File: config.mk
export PLATFORM = sky130hd
export DESIGN_NAME = state_down_seq
export DESIGN_NICKNAME = d
export VERILOG_FILES = /design/src/rtl/state_down_seq_pkg.sv /design/src/rtl/state_down_seq_prevstate.sv /design/src/rtl/state_down_seq.sv
export SDC_FILE = /design/constraint.sdc
export NUM_CORES = 1
export LEC_CHECK = 0
export BUFFER_PORTS_ARGS = -buffer_cell sky130_fd_sc_hd__buf_4
export CELL_PAD_IN_SITES_DETAIL_PLACEMENT = 1
export CELL_PAD_IN_SITES_GLOBAL_PLACEMENT = 1
export CORE_UTILIZATION = 28
export CTS_CLUSTER_DIAMETER = 150
export CTS_CLUSTER_SIZE = 28
export DETAILED_ROUTE_END_ITERATION = 7
export PLACE_DENSITY_LB_ADDON = 0.1
export REMOVE_ABC_BUFFERS = 1
export SYNTH_ARGS = -nofsm -noshare
export SYNTH_HDL_FRONTEND = slang
export SYNTH_SLANG_ARGS = --single-unit
export TNS_END_PERCENT = 30
File: constraint.sdc
create_clock -name Clk_i -period 1.7 [get_ports Clk_i]
set_input_delay 0.085 -clock Clk_i [delete_from_list [all_inputs] [get_ports Clk_i]]
set_output_delay 0.085 -clock Clk_i [all_outputs]
set_load 0.02 [all_outputs]
File: src/rtl/state_down_seq_pkg.sv
// Shared state encoding for the mod-15 up/down sequencers.
// STATE_DOWN_SEQ_ONEHOT_EN adds the one-hot decode helper.
package state_down_seq_pkg;

    localparam int WIDTH    = 4;
    localparam int LAST_IDX = 14;
    localparam logic [WIDTH-1:0] LAST_STATE = WIDTH'(LAST_IDX);

    typedef enum logic [WIDTH-1:0] {
        S0  = 4'd0,  S1  = 4'd1,  S2  = 4'd2,  S3  = 4'd3,  S4  = 4'd4,
        S5  = 4'd5,  S6  = 4'd6,  S7  = 4'd7,  S8  = 4'd8,  S9  = 4'd9,
        S10 = 4'd10, S11 = 4'd11, S12 = 4'd12, S13 = 4'd13, S14 = 4'd14
    } seqState_e;

`ifdef STATE_DOWN_SEQ_ONEHOT_EN
    function automatic logic [LAST_IDX:0] decodeOneHot(input logic [WIDTH-1:0] state);
        logic [LAST_IDX:0] result;
        result = '0;
        if (state <= LAST_STATE) begin
            result[state] = 1'b1;
        end
        return result;
    endfunction
`endif

endpackage

File: src/rtl/state_down_seq_prevstate.sv
// Combinational predecessor map: S(n) -> S(n-1), S0 and out-of-range codes -> LAST_STATE.
module state_down_seq_prevstate
    import state_down_seq_pkg::*;
(
    input  logic [WIDTH-1:0] CurrentState_i,
    output logic [WIDTH-1:0] PrevState_o
);

    always_comb begin
        PrevState_o = LAST_STATE;
        case (CurrentState_i)
            S1, S2, S3, S4, S5, S6, S7, S8, S9, S10, S11, S12, S13, S14:
                PrevState_o = CurrentState_i - WIDTH'(1);
            default:
                PrevState_o = LAST_STATE;
        endcase
    end

endmodule

File: src/rtl/state_down_seq.sv
// Registered mod-15 down-sequencer with parallel load, wrap borrow and sticky illegal-load flag.
// STATE_DOWN_SEQ_ONEHOT_EN adds the registered OneHot_o decode.
module state_down_seq
    import state_down_seq_pkg::*;
(
    input  logic                Clk_i,
    input  logic                Rst_i,
    input  logic                Enable_i,
    input  logic                Load_i,
    input  logic [WIDTH-1:0]    LoadState_i,
    output logic [WIDTH-1:0]    CurrentState_o,
    output logic [WIDTH-1:0]    PrevState_o,
    output logic                Borrow_o,
`ifdef STATE_DOWN_SEQ_ONEHOT_EN
    output logic [LAST_IDX:0]   OneHot_o,
`endif
    output logic                IllegalLoad_o
);

    logic [WIDTH-1:0] prevState;

    state_down_seq_prevstate uPrevState (
        .CurrentState_i (CurrentState_o),
        .PrevState_o    (prevState)
    );

    assign PrevState_o = prevState;

    // Control is level-sampled each edge, no handshake: Rst_i beats Load_i beats
    // Enable_i; Borrow_o marks only a stepped S0 -> LAST_STATE wrap.
    always_ff @(posedge Clk_i) begin
        if (Rst_i) begin
            CurrentState_o <= LAST_STATE;
            Borrow_o       <= 1'b0;
            IllegalLoad_o  <= 1'b0;
`ifdef STATE_DOWN_SEQ_ONEHOT_EN
            OneHot_o       <= decodeOneHot(LAST_STATE);
`endif
        end else begin
            Borrow_o <= 1'b0;
            if (Load_i) begin
                if (LoadState_i > LAST_STATE) begin
                    CurrentState_o <= LAST_STATE;
                    IllegalLoad_o  <= 1'b1;
`ifdef STATE_DOWN_SEQ_ONEHOT_EN
                    OneHot_o       <= decodeOneHot(LAST_STATE);
`endif
                end else begin
                    CurrentState_o <= LoadState_i;
`ifdef STATE_DOWN_SEQ_ONEHOT_EN
                    OneHot_o       <= decodeOneHot(LoadState_i);
`endif
                end
            end else if (Enable_i) begin
                CurrentState_o <= prevState;
                Borrow_o       <= (CurrentState_o == S0);
`ifdef STATE_DOWN_SEQ_ONEHOT_EN
                OneHot_o       <= decodeOneHot(prevState);
`endif
            end
        end
    end

endmodule

# Word level (Yosys, flattened, before mapping)
# Cells that the tools add are included.
totals:
  register_bits: 6
  out_inout_bits: 10
op_classes:
  n_addsub: 1
  n_lt_le_gt_ge: 1
  eq_ne: 14
  muxes: 4
  bitwise_logic: 1
  n_reduce_logical: 5
ops:
  columns: ["cell", "n"]
  rows:
  - ["4-bit == test, second input constant", 7]
  - ["4-bit by 3-bit == test with 1-bit output, second input constant", 4]
  - ["4-bit two-way mux", 4]
  - ["14-bit OR reduction", 1]
  - ["4-bit by 2-bit == test with 1-bit output, second input constant", 2]
  - ["4-bit by 1-bit == test with 1-bit output, second input constant", 1]
  - ["4-bit > comparator, second input constant", 1]
  - ["4-bit zero test", 1]
  - ["4-bit by 1-bit subtractor with 4-bit output, second input constant", 1]
  - ["3-bit OR reduction", 1]
  - ["2-bit AND reduction", 1]
  - ["2-bit nonzero test", 1]
  - ["1-bit NOT", 1]

# Depth between registers and ports, before layout
# Gate-level depths: netlist (run 1).
logic_depth:
  depth_word: 5
  ltp_mapped: 6
  depth_no_buf: 6

# By module
# A second synthesis (run 1) with hierarchy kept.
hier_totals:
  cells_unflattened: 42
  area_unflattened_um2: 396.6
modules_own_cells:
  columns: ["module", "instances", "cells_each", "area_per_inst_um2"]
  rows:
  - ["state_down_seq", 1, 25, 269.0]
  - ["state_down_seq_prevstate", 1, 17, 127.6]

# Worst setup path after synthesis (run 1)
# OpenSTA, ideal clock, no wires.
synth_path:
  path_kind: "reg-to-reg"
  startpoint: "reg CurrentState_o[0]"
  endpoint: "reg CurrentState_o[3]"
  setup_ns: 0.096
  arrival_ns: 1.751
  setup_slack_ns: -0.146
  path_stages_with_launch: 7
  synth_period_minus_slack_ns: 1.846
  path_cell_list: "dfxtp_1 inv_1 ha_1 or2_1 a211oi_2 nor3_1 o41ai_2"
synth_between:
  elab_chain_cells: 5
synth_rtl:
  columns: ["element", "line_no", "text"]
  rows:
  - ["start, declared", "state_down_seq.sv:11", "output logic [WIDTH-1:0] CurrentState_o,"]
  - ["start signal, assigned", "state_down_seq.sv:49", "CurrentState_o <= LoadState_i;"]
  - ["start signal, assigned", "state_down_seq.sv:55", "CurrentState_o <= prevState;"]
  - ["4-bit by 1-bit == test with 1-bit output, or another cell as far along", "state_down_seq_prevstate.sv:11", "case (CurrentState_i)"]
  - ["14-bit OR reduction", "state_down_seq_prevstate.sv:11", null]
  - ["4-bit two-way mux *", "state_down_seq_prevstate.sv:11", null]
  - ["4-bit two-way mux *", "state_down_seq.sv:54", "end else if (Enable_i) begin"]
  - ["4-bit two-way mux *", "state_down_seq.sv:41", "if (Load_i) begin"]
# Every way passes the cells marked *; elsewhere a longest branch is shown, timed or not. The select of a mux whose other input is x is not followed.
# A chain may end at the register's enable or synchronous reset.

# Worst setup path in the final report (run 1)
layout_path:
  startpoint: "reg CurrentState_o[0]"
  endpoint: "out PrevState_o[3]"
layout_between:
  elab_chain_cells: 3
layout_rtl:
  columns: ["element", "line_no", "text"]
  rows:
  - ["4-bit by 1-bit == test with 1-bit output, or another cell as far along", "state_down_seq_prevstate.sv:11", null]
  - ["14-bit OR reduction", "state_down_seq_prevstate.sv:11", null]
  - ["4-bit two-way mux *", "state_down_seq_prevstate.sv:11", null]
  - ["end, declared", "state_down_seq.sv:12", "output logic [WIDTH-1:0] PrevState_o,"]
# Every way passes the cells marked *; elsewhere a longest branch is shown, timed or not.

==> results of run 1 <==
==> state kept, by name, indices dropped and copies added, names as in the netlist <==
name,flops
CurrentState_o,4
Borrow_o,1
IllegalLoad_o,1
==> layer usage <==
layer / part of all wire / GRT usage / routed length, um / up-vias
met5: 0 / 0 / 0 / -
met4: 0.016 / 0.1000 / 21 / 0
met3: 0.039 / 0.01630 / 51 / 2
met2: 0.48 / 0.3047 / 626 / 16
met1: 0.47 / 0.2524 / 617 / 201
li1: - / - / - / 234
==> power by group <==
part / internal (mW) / switching, mW
clock: 0.0802 / 0.0560
sequential: 0.150 / 0.0180
combinational: 0.102 / 0.111
total: 0.332 / 0.185
==> critical path, cell delays in order (launching register included) <==
cell	delay (ps)
sky130_fd_sc_hd__dfxtp_4	370
sky130_fd_sc_hd__inv_2	60
sky130_fd_sc_hd__ha_4	160
sky130_fd_sc_hd__or2_4	250
sky130_fd_sc_hd__nor4_4	250
sky130_fd_sc_hd__or3_4	200
sky130_fd_sc_hd__buf_6	100
==> final cells by class <==
cell class                 count  area, um2  area share
sequential                     6      127.6      0.1771
multi-input combinational     39      357.8      0.4965
inverter                       4      17.52     0.02431
tap                           15      18.77     0.02604
timing repair buffer          23      176.4      0.2448
clock buffer                   3      22.52     0.03125
==> cell usage after synthesis <==
| master | n | area [um2] |
|---|---|---|
| sky130_fd_sc_hd__dfxtp_1 | 6 | 120.1 |
| sky130_fd_sc_hd__a211oi_2 | 1 | 12.51 |
| sky130_fd_sc_hd__clkbuf_1 | 1 | 3.750 |
| sky130_fd_sc_hd__nor3_1 | 5 | 25.02 |
| sky130_fd_sc_hd__or2_1 | 1 | 6.260 |
| sky130_fd_sc_hd__nor4_1 | 1 | 6.260 |
| sky130_fd_sc_hd__nor4_2 | 1 | 12.51 |
| sky130_fd_sc_hd__inv_1 | 4 | 15.01 |
| sky130_fd_sc_hd__and3_1 | 1 | 6.260 |
| sky130_fd_sc_hd__nand2b_1 | 1 | 6.260 |
| sky130_fd_sc_hd__or4_1 | 1 | 7.510 |
| sky130_fd_sc_hd__ha_1 | 4 | 50.05 |
| sky130_fd_sc_hd__o41ai_2 | 1 | 16.27 |
| sky130_fd_sc_hd__a211o_1 | 2 | 17.52 |
| sky130_fd_sc_hd__or4_2 | 1 | 8.760 |
| sky130_fd_sc_hd__or3_2 | 1 | 7.510 |
| sky130_fd_sc_hd__o21ai_0 | 1 | 5.000 |
| sky130_fd_sc_hd__a21oi_1 | 4 | 20.02 |
| sky130_fd_sc_hd__nand3_1 | 1 | 5.000 |
| sky130_fd_sc_hd__a221oi_2 | 1 | 15.01 |
| sky130_fd_sc_hd__and2b_2 | 1 | 8.760 |
| sky130_fd_sc_hd__nor2_1 | 4 | 15.01 |
| sky130_fd_sc_hd__nand2_1 | 3 | 11.26 |
| sky130_fd_sc_hd__xor2_1 | 1 | 8.760 |
| sky130_fd_sc_hd__a31oi_1 | 1 | 6.260 |
| sky130_fd_sc_hd__a211oi_1 | 1 | 7.510 |
==> cells by family (layout without fill, tap and decap cells) <==
logic type               Yosys count  in the layout  share of synthesized area
AND/OR/NAND/NOR                   22             22                     0.2980
AO/OA/AOI/OAI                     12             12                     0.2360
flip-flops                         6              6                     0.2832
buffers and inverters              5             30                    0.04423
adder cells (fa/ha/maj)            4              4                     0.1180
XOR/XNOR                           1              1                    0.02065
==> what timing repair did <==
item | 4_1_cts | 5_1_grt
buffers inserted | 1 | 0
pin swaps | 4 | 2
gates resized for setup | 19 | 2
setup endpoints to repair | 3 | 5
==> path summary, 6_finish.rpt <==
kind	start	end	cells after the start
max	CurrentState_o[0]$_SDFFE_PP0P_	PrevState_o[3]	6
min	Rst_i	CurrentState_o[0]$_SDFFE_PP0P_	2
max reg2reg	CurrentState_o[0]$_SDFFE_PP0P_	CurrentState_o[0]$_SDFFE_PP0P_	5
min reg2reg	IllegalLoad_o$_SDFFE_PP0P_	IllegalLoad_o$_SDFFE_PP0P_	2
==> metrics by stage <==
step	power (mW)	setup TNS (ps)	hold slack, ps
2_1_floorplan	0.2591	-178.6	151.2
3_3_place_gp	0.3426	-18.71	297.3
3_5_place_dp	0.3459	-74.40	305.9
4_1_cts	0.5141	-166.8	36.67
5_1_grt	0.5475	-199.4	37.50
6_report	0.5168	-30.38	42.92
==> results_tabular.tex, run 1 <==
\begin{tabular}{lr}
\hline
Metric & Value \\
\hline
\multicolumn{2}{l}{\textbf{Yosys}} \\
\quad Number of synthesis warnings & 0 \\
\quad Flop and latch count out of synthesis & 6 \\
\quad Number of standard cells after synthesis & 50 \\
\quad Portion of the post-synthesis area used by sequential elements & 0.2832 \\
\quad Distinct cell type count after synthesis & 26 \\
\quad Area of the mapped netlist & 424.2 um2 \\
\quad Syn Area/Cell & 8.483 um2 \\
\multicolumn{2}{l}{\textbf{Power}} \\
\quad Static leakage power & 0.3116 nW \\
\quad Pwr per Cell Area & 717.1 nW/um2 \\
\quad Worst supply voltage drop on vdd & 0.4051 mV \\
\multicolumn{2}{l}{\textbf{Clock network}} \\
\quad Clock Path Buffers & 2 \\
\quad CTS H-tree depth & 1 \\
\quad Buffer cell driving the clock tree root & sky130\_fd\_sc\_hd\_\_clkbuf\_4 \\
\quad Clock transition at the register clock pins on the worst setup and hold paths after CTS & 50 ps \\
\quad Number of buffers inserted during clock tree synthesis & 3 \\
\quad Clock latency on the worst-skew pair & 250 ps \\
\quad Hold bufs inserted after CTS & 0 \\
\quad Clock tree from TritonCTS & built \\
\quad Total clock sinks & 6 \\
\multicolumn{2}{l}{\textbf{Placed design}} \\
\quad GPL Wtd Cong & 0.6573 \\
\quad IO Port Bufs & 17 \\
\quad Cell area after placement & around 600 um2 \\
\quad Cells after DPL & 87 \\
\quad Worst Setup Slack post-DPL & -74.40 ps \\
\quad DPL Wire Length & 927.5 um \\
\multicolumn{2}{l}{\textbf{Setup path}} \\
\quad CP startpoint kind & flop \\
\quad R2R setup slack & $\sim$20 ps \\
\quad Crit path max fanout & 5 \\
\quad Crit end category & primary output \\
\quad Req. time, crit path & between 1500 and 2000 ps \\
\quad Type of the setup path with the least slack & flop to primary output \\
\quad Arr. time, crit path & 1650 ps \\
\multicolumn{2}{l}{\textbf{Floorplan}} \\
\quad Std-Cell Core Area & 1350 um2 \\
\quad Number of placed I/O pins & 18 \\
\quad Die Height & 40.92 um \\
\quad Die X-Extent & just over 40 um \\
\quad \# rows & 13 \\
\quad Initial cell density of the core & 0.3142 \\
\quad Area of the die & around 1700 um2 \\
\multicolumn{2}{l}{\textbf{Cells and area}} \\
\quad Final core area utilization & 0.5338 \\
\quad Commonest cells after routing, fill and taps aside & sky130\_fd\_sc\_hd\_\_buf\_4, sky130\_fd\_sc\_hd\_\_dfxtp\_1, sky130\_fd\_sc\_hd\_\_a21oi\_1, sky130\_fd\_sc\_hd\_\_nor2\_1 \\
\quad Inserted Diodes & 0 \\
\quad Post-layout instance area & 720.7 um2 \\
\quad Non-Filler Instances & 90 \\
\quad Area added between synthesis and finish & 69.91\% \\
\quad Number of inserted filler cells in the final layout & 161 \\
\quad Share of cells above drive strength 1 & 0.5867 \\
\quad Most common cell after layout, fill and taps aside & sky130\_fd\_sc\_hd\_\_buf\_4 \\
\quad \# nets final & 89 \\
\multicolumn{2}{l}{\textbf{Drt}} \\
\quad DR vias/cell & between 5 and 6 \\
\quad Number of nets with antenna violations after routing & 0 \\
\quad Count of unresolved DRC violations after routing & 0 \\
\quad First-iteration detailed-routing DRC count & 2 \\
\quad Total routed wirelength & 1.317 mm \\
\quad Vias after detailed routing & 453 \\
\quad Detail-routed net length per standard cell & 14.63 um \\
\quad Number of optimization iterations in the first detailed-route pass & 2 \\
\multicolumn{2}{l}{\textbf{Outcome}} \\
\quad Status & complete, but fails checks \\
\quad Violated checks & setup timing \\
\multicolumn{2}{l}{\textbf{STA}} \\
\quad RSZ-0062 raised after global routing & true \\
\quad Final max-slew violation count & 0 \\
\quad Time the final worst path needs with I/O delays and setup & 1730 ps \\
\quad Upper clock frequency limit & between 0.5 and 0.6 GHz \\
\quad Crit path setup slack, layout & -30.38 ps \\
\quad Final Hold Violating Endpoints & 0 \\
\quad Worst slew margin relative to its limit & 0.7560 \\
\quad Pin slew with the least headroom to its limit & 365.6 ps \\
\quad Final setup violation count & 1 \\
\quad Crit share post-route & 1.018 \\
\quad Setup clock skew after layout & 8.277 ps \\
\multicolumn{2}{l}{\textbf{Hold path}} \\
\quad Class of the worst hold path & input pin to flop \\
\multicolumn{2}{l}{\textbf{GRT}} \\
\quad Via count of the first global-routing pass & 413 \\
\quad Residual overflow from global routing & 0 \\
\quad Antenna violations before repair & 0 \\
\quad First-pass GRT wire length & 2.042 mm \\
\quad Global Route Usage Sum & 0.1915 \\
\quad Maximum number of pins on one net before global-route repair & 11 \\
\multicolumn{2}{l}{\textbf{Job}} \\
\quad Count of maximum capacitance violations & 0 \\
\hline
\end{tabular}
Note: power is estimated with default switching activity, not from simulation.
==> run 2, diff against run 1 <==
--- a/config.mk
+++ b/config.mk
@@ -14,6 +14,7 @@
 export DETAILED_ROUTE_END_ITERATION = 7
 export PLACE_DENSITY_LB_ADDON = 0.1
 export REMOVE_ABC_BUFFERS = 1
+export SKIP_LAST_GASP = 1
 export SYNTH_ARGS = -nofsm -noshare
 export SYNTH_HDL_FRONTEND = slang
 export SYNTH_SLANG_ARGS = --single-unit
==> run 2 against run 1 <==
Against the previous run:
- sequential power about the same
- critical path type unchanged
- register-to-register slack about the same
- via count grew 0.22%
- the flow still finishes with violations (setup timing)
- die area stayed put
- core utilization is the same
- setup slack better by 2.8 ps
- sequential cell count did not move
- non-clock buffer count is the same
- final area did not move
- largest power group unchanged
- clock skew did not move
- count of clock-buffer cells in the layout is the same
- fmax up 0.16%
==> results_tabular.tex, run 2 (synthesized netlist as in run 1, its figures left out) <==
\begin{tabular}{lr}
\hline
Metric & Value \\
\hline
\multicolumn{2}{l}{\textbf{Outcome}} \\
\quad Status & complete, but fails checks \\
\quad Violated checks & setup timing \\
\multicolumn{2}{l}{\textbf{GRT}} \\
\quad First-pass GRT wire length & 2.042 mm \\
\quad Maximum number of pins on one net before global-route repair & 11 \\
\quad Via count of the first global-routing pass & 410 \\
\quad Antenna violations before repair & 0 \\
\quad Residual overflow from global routing & 0 \\
\quad Global Route Usage Sum & 0.1915 \\
\multicolumn{2}{l}{\textbf{STA}} \\
\quad Final Hold Violating Endpoints & 0 \\
\quad Final setup violation count & 1 \\
\quad Worst slew margin relative to its limit & 0.7528 \\
\quad RSZ-0062 raised after global routing & true \\
\quad Setup TNS Final & -27.54 ps \\
\quad Pin slew with the least headroom to its limit & roughly 370 ps \\
\quad Upper clock frequency limit & $\sim$0.58 GHz \\
\quad Crit path setup slack, layout & -27.54 ps \\
\quad Time the final worst path needs with I/O delays and setup & between 1500 and 2000 ps \\
\quad Setup clock skew after layout & 8.277 ps \\
\quad Crit share post-route & 1.016 \\
\quad Final max-slew violation count & 0 \\
\multicolumn{2}{l}{\textbf{Clock network}} \\
\quad Buffer cell driving the clock tree root & sky130\_fd\_sc\_hd\_\_clkbuf\_4 \\
\quad Clock transition at the register clock pins on the worst setup and hold paths after CTS & $\sim$50 ps \\
\quad Hold bufs inserted after CTS & 0 \\
\quad Clock tree from TritonCTS & built \\
\quad Clock latency on the worst-skew pair & roughly 250 ps \\
\quad Clock Path Buffers & 2 \\
\quad Number of buffers inserted during clock tree synthesis & 3 \\
\quad Total clock sinks & 6 \\
\quad CTS H-tree depth & 1 \\
\multicolumn{2}{l}{\textbf{Drt}} \\
\quad Detail-routed net length per standard cell & 14.63 um \\
\quad Number of optimization iterations in the first detailed-route pass & 2 \\
\quad First-iteration detailed-routing DRC count & 2 \\
\quad Vias after detailed routing & 454 \\
\quad Count of unresolved DRC violations after routing & 0 \\
\quad Total routed wirelength & between 1 and 1.5 mm \\
\quad DR vias/cell & 5.044 \\
\quad Number of nets with antenna violations after routing & 0 \\
\multicolumn{2}{l}{\textbf{Power}} \\
\quad Net Sw Frac & 0.3573 \\
\quad Share of total power in the clock network & 0.264 \\
\quad Share of total power in combinational logic & 0.412 \\
\quad Pwr per Cell Area & 717.1 nW/um2 \\
\quad Reg power frac & 0.324 \\
\quad Static leakage power & 0.3116 nW \\
\quad Worst supply voltage drop on vdd & 0.4049 mV \\
\quad NetSw & 0.1846 mW \\
\quad Internal Dissipation & 0.3322 mW \\
\multicolumn{2}{l}{\textbf{Placed design}} \\
\quad IO Port Bufs & 17 \\
\quad GPL Wtd Cong & 0.6573 \\
\quad Cells after DPL & 87 \\
\quad DPL Wire Length & around 930 um \\
\quad Worst Setup Slack post-DPL & -74.40 ps \\
\multicolumn{2}{l}{\textbf{Floorplan}} \\
\quad Initial cell density of the core & 0.3142 \\
\quad \# rows & 13 \\
\quad Std-Cell Core Area & 1350 um2 \\
\quad Number of placed I/O pins & 18 \\
\quad Die X-Extent & 40.92 um \\
\quad Die Height & 40.92 um \\
\quad Area of the die & 1674 um2 \\
\multicolumn{2}{l}{\textbf{Cells and area}} \\
\quad Number of inserted filler cells in the final layout & 161 \\
\quad Register with the most flip-flops & CurrentState\_o \\
\quad Commonest cells after routing, fill and taps aside & sky130\_fd\_sc\_hd\_\_buf\_4, sky130\_fd\_sc\_hd\_\_dfxtp\_1, sky130\_fd\_sc\_hd\_\_a21oi\_1, sky130\_fd\_sc\_hd\_\_nor2\_1 \\
\quad Final core area utilization & 0.5338 \\
\quad Combined area of the multi-input logic cells & 357.8 um2 \\
\quad Biggest regs & CurrentState\_o: 4 flops, Borrow\_o: 1 flops, IllegalLoad\_o: 1 flops \\
\quad Reg area & $\sim$130 um2 \\
\quad Inserted Diodes & 0 \\
\quad Number of flip-flops in the largest register & 4 \\
\quad Non-Filler Instances & 90 \\
\quad Most common cell after layout, fill and taps aside & sky130\_fd\_sc\_hd\_\_buf\_4 \\
\quad Share of cells above drive strength 1 & 0.5867 \\
\quad Area added between synthesis and finish & 69.91\% \\
\quad \# nets final & 89 \\
\multicolumn{2}{l}{\textbf{Setup path}} \\
\quad CP startpoint kind & flop \\
\quad R2R setup slack & $\sim$20 ps \\
\quad Type of the setup path with the least slack & flop to primary output \\
\quad Arr. time, crit path & 1640 ps \\
\quad Req. time, crit path & 1620 ps \\
\quad Crit end category & primary output \\
\quad Crit path max fanout & 5 \\
\multicolumn{2}{l}{\textbf{Job}} \\
\quad Count of maximum capacitance violations & 0 \\
\multicolumn{2}{l}{\textbf{Hold path}} \\
\quad Class of the worst hold path & input pin to flop \\
\hline
\end{tabular}
## run 2: final cells by class
type	instances	area share
multi-input cells	39	0.4965
flip-flops and latches	6	0.1771
repair buffers	23	0.2448
well taps	15	0.02604
inverters	4	0.02431
clock buffers	3	0.03125
## run 2: power groups by stage
stage	logic (mW)	registers, mW	clock network [mW]
2_1_floorplan	0.0832	0.176	0
3_3_place_gp	0.178	0.164	0
3_5_place_dp	0.181	0.165	0
4_1_cts	0.211	0.167	0.136
5_1_grt	0.231	0.169	0.148
6_report	0.213	0.168	0.136
## run 2: layer usage
layer | up-vias | share of wire | GRT usage
met1 | 201 | 0.47 | 0.2524
li1 | 235 | - | -
met3 | 2 | 0.039 | 0.01630
met2 | 16 | 0.48 | 0.3047
met4 | 0 | 0.016 | 0.1000
met5 | - | 0 | 0
## run 2: final timing paths
check / from / to / cells after the start
worst min-delay path: Rst_i / CurrentState_o[0]$_SDFFE_PP0P_ / 2
worst min register to register: IllegalLoad_o$_SDFFE_PP0P_ / IllegalLoad_o$_SDFFE_PP0P_ / 2
worst max register to register: CurrentState_o[0]$_SDFFE_PP0P_ / CurrentState_o[0]$_SDFFE_PP0P_ / 5
worst max-delay path: CurrentState_o[0]$_SDFFE_PP0P_ / PrevState_o[3] / 6
## run 2: timing repair
item / CTS / global route
endpoints found under the setup margin: 3 / 5
buffers inserted: 1 / 0
endpoints found under the hold margin: 0 / 0
gates resized for setup: 19 / 2
pin swaps: 4 / 2
## run 2: worst max-delay path, cell delays in order, from the launching register on
cell                      delay, ps
sky130_fd_sc_hd__dfxtp_4        370
sky130_fd_sc_hd__inv_2           60
sky130_fd_sc_hd__ha_4           160
sky130_fd_sc_hd__or2_4          250
sky130_fd_sc_hd__nor4_4         250
sky130_fd_sc_hd__or3_4          200
sky130_fd_sc_hd__buf_6          100
## run 2: per-stage QoR
step / cell area (um2) / hold WS (ps) / power [mW]
4_1_cts: 718.2 / 36.67 / 0.5141
2_1_floorplan: 420.4 / 151.2 / 0.2591
3_5_place_dp: 611.8 / 305.9 / 0.3459
3_3_place_gp: 611.8 / 297.3 / 0.3426
6_report: 720.7 / 42.92 / 0.5168
5_1_grt: 720.7 / 37.50 / 0.5475
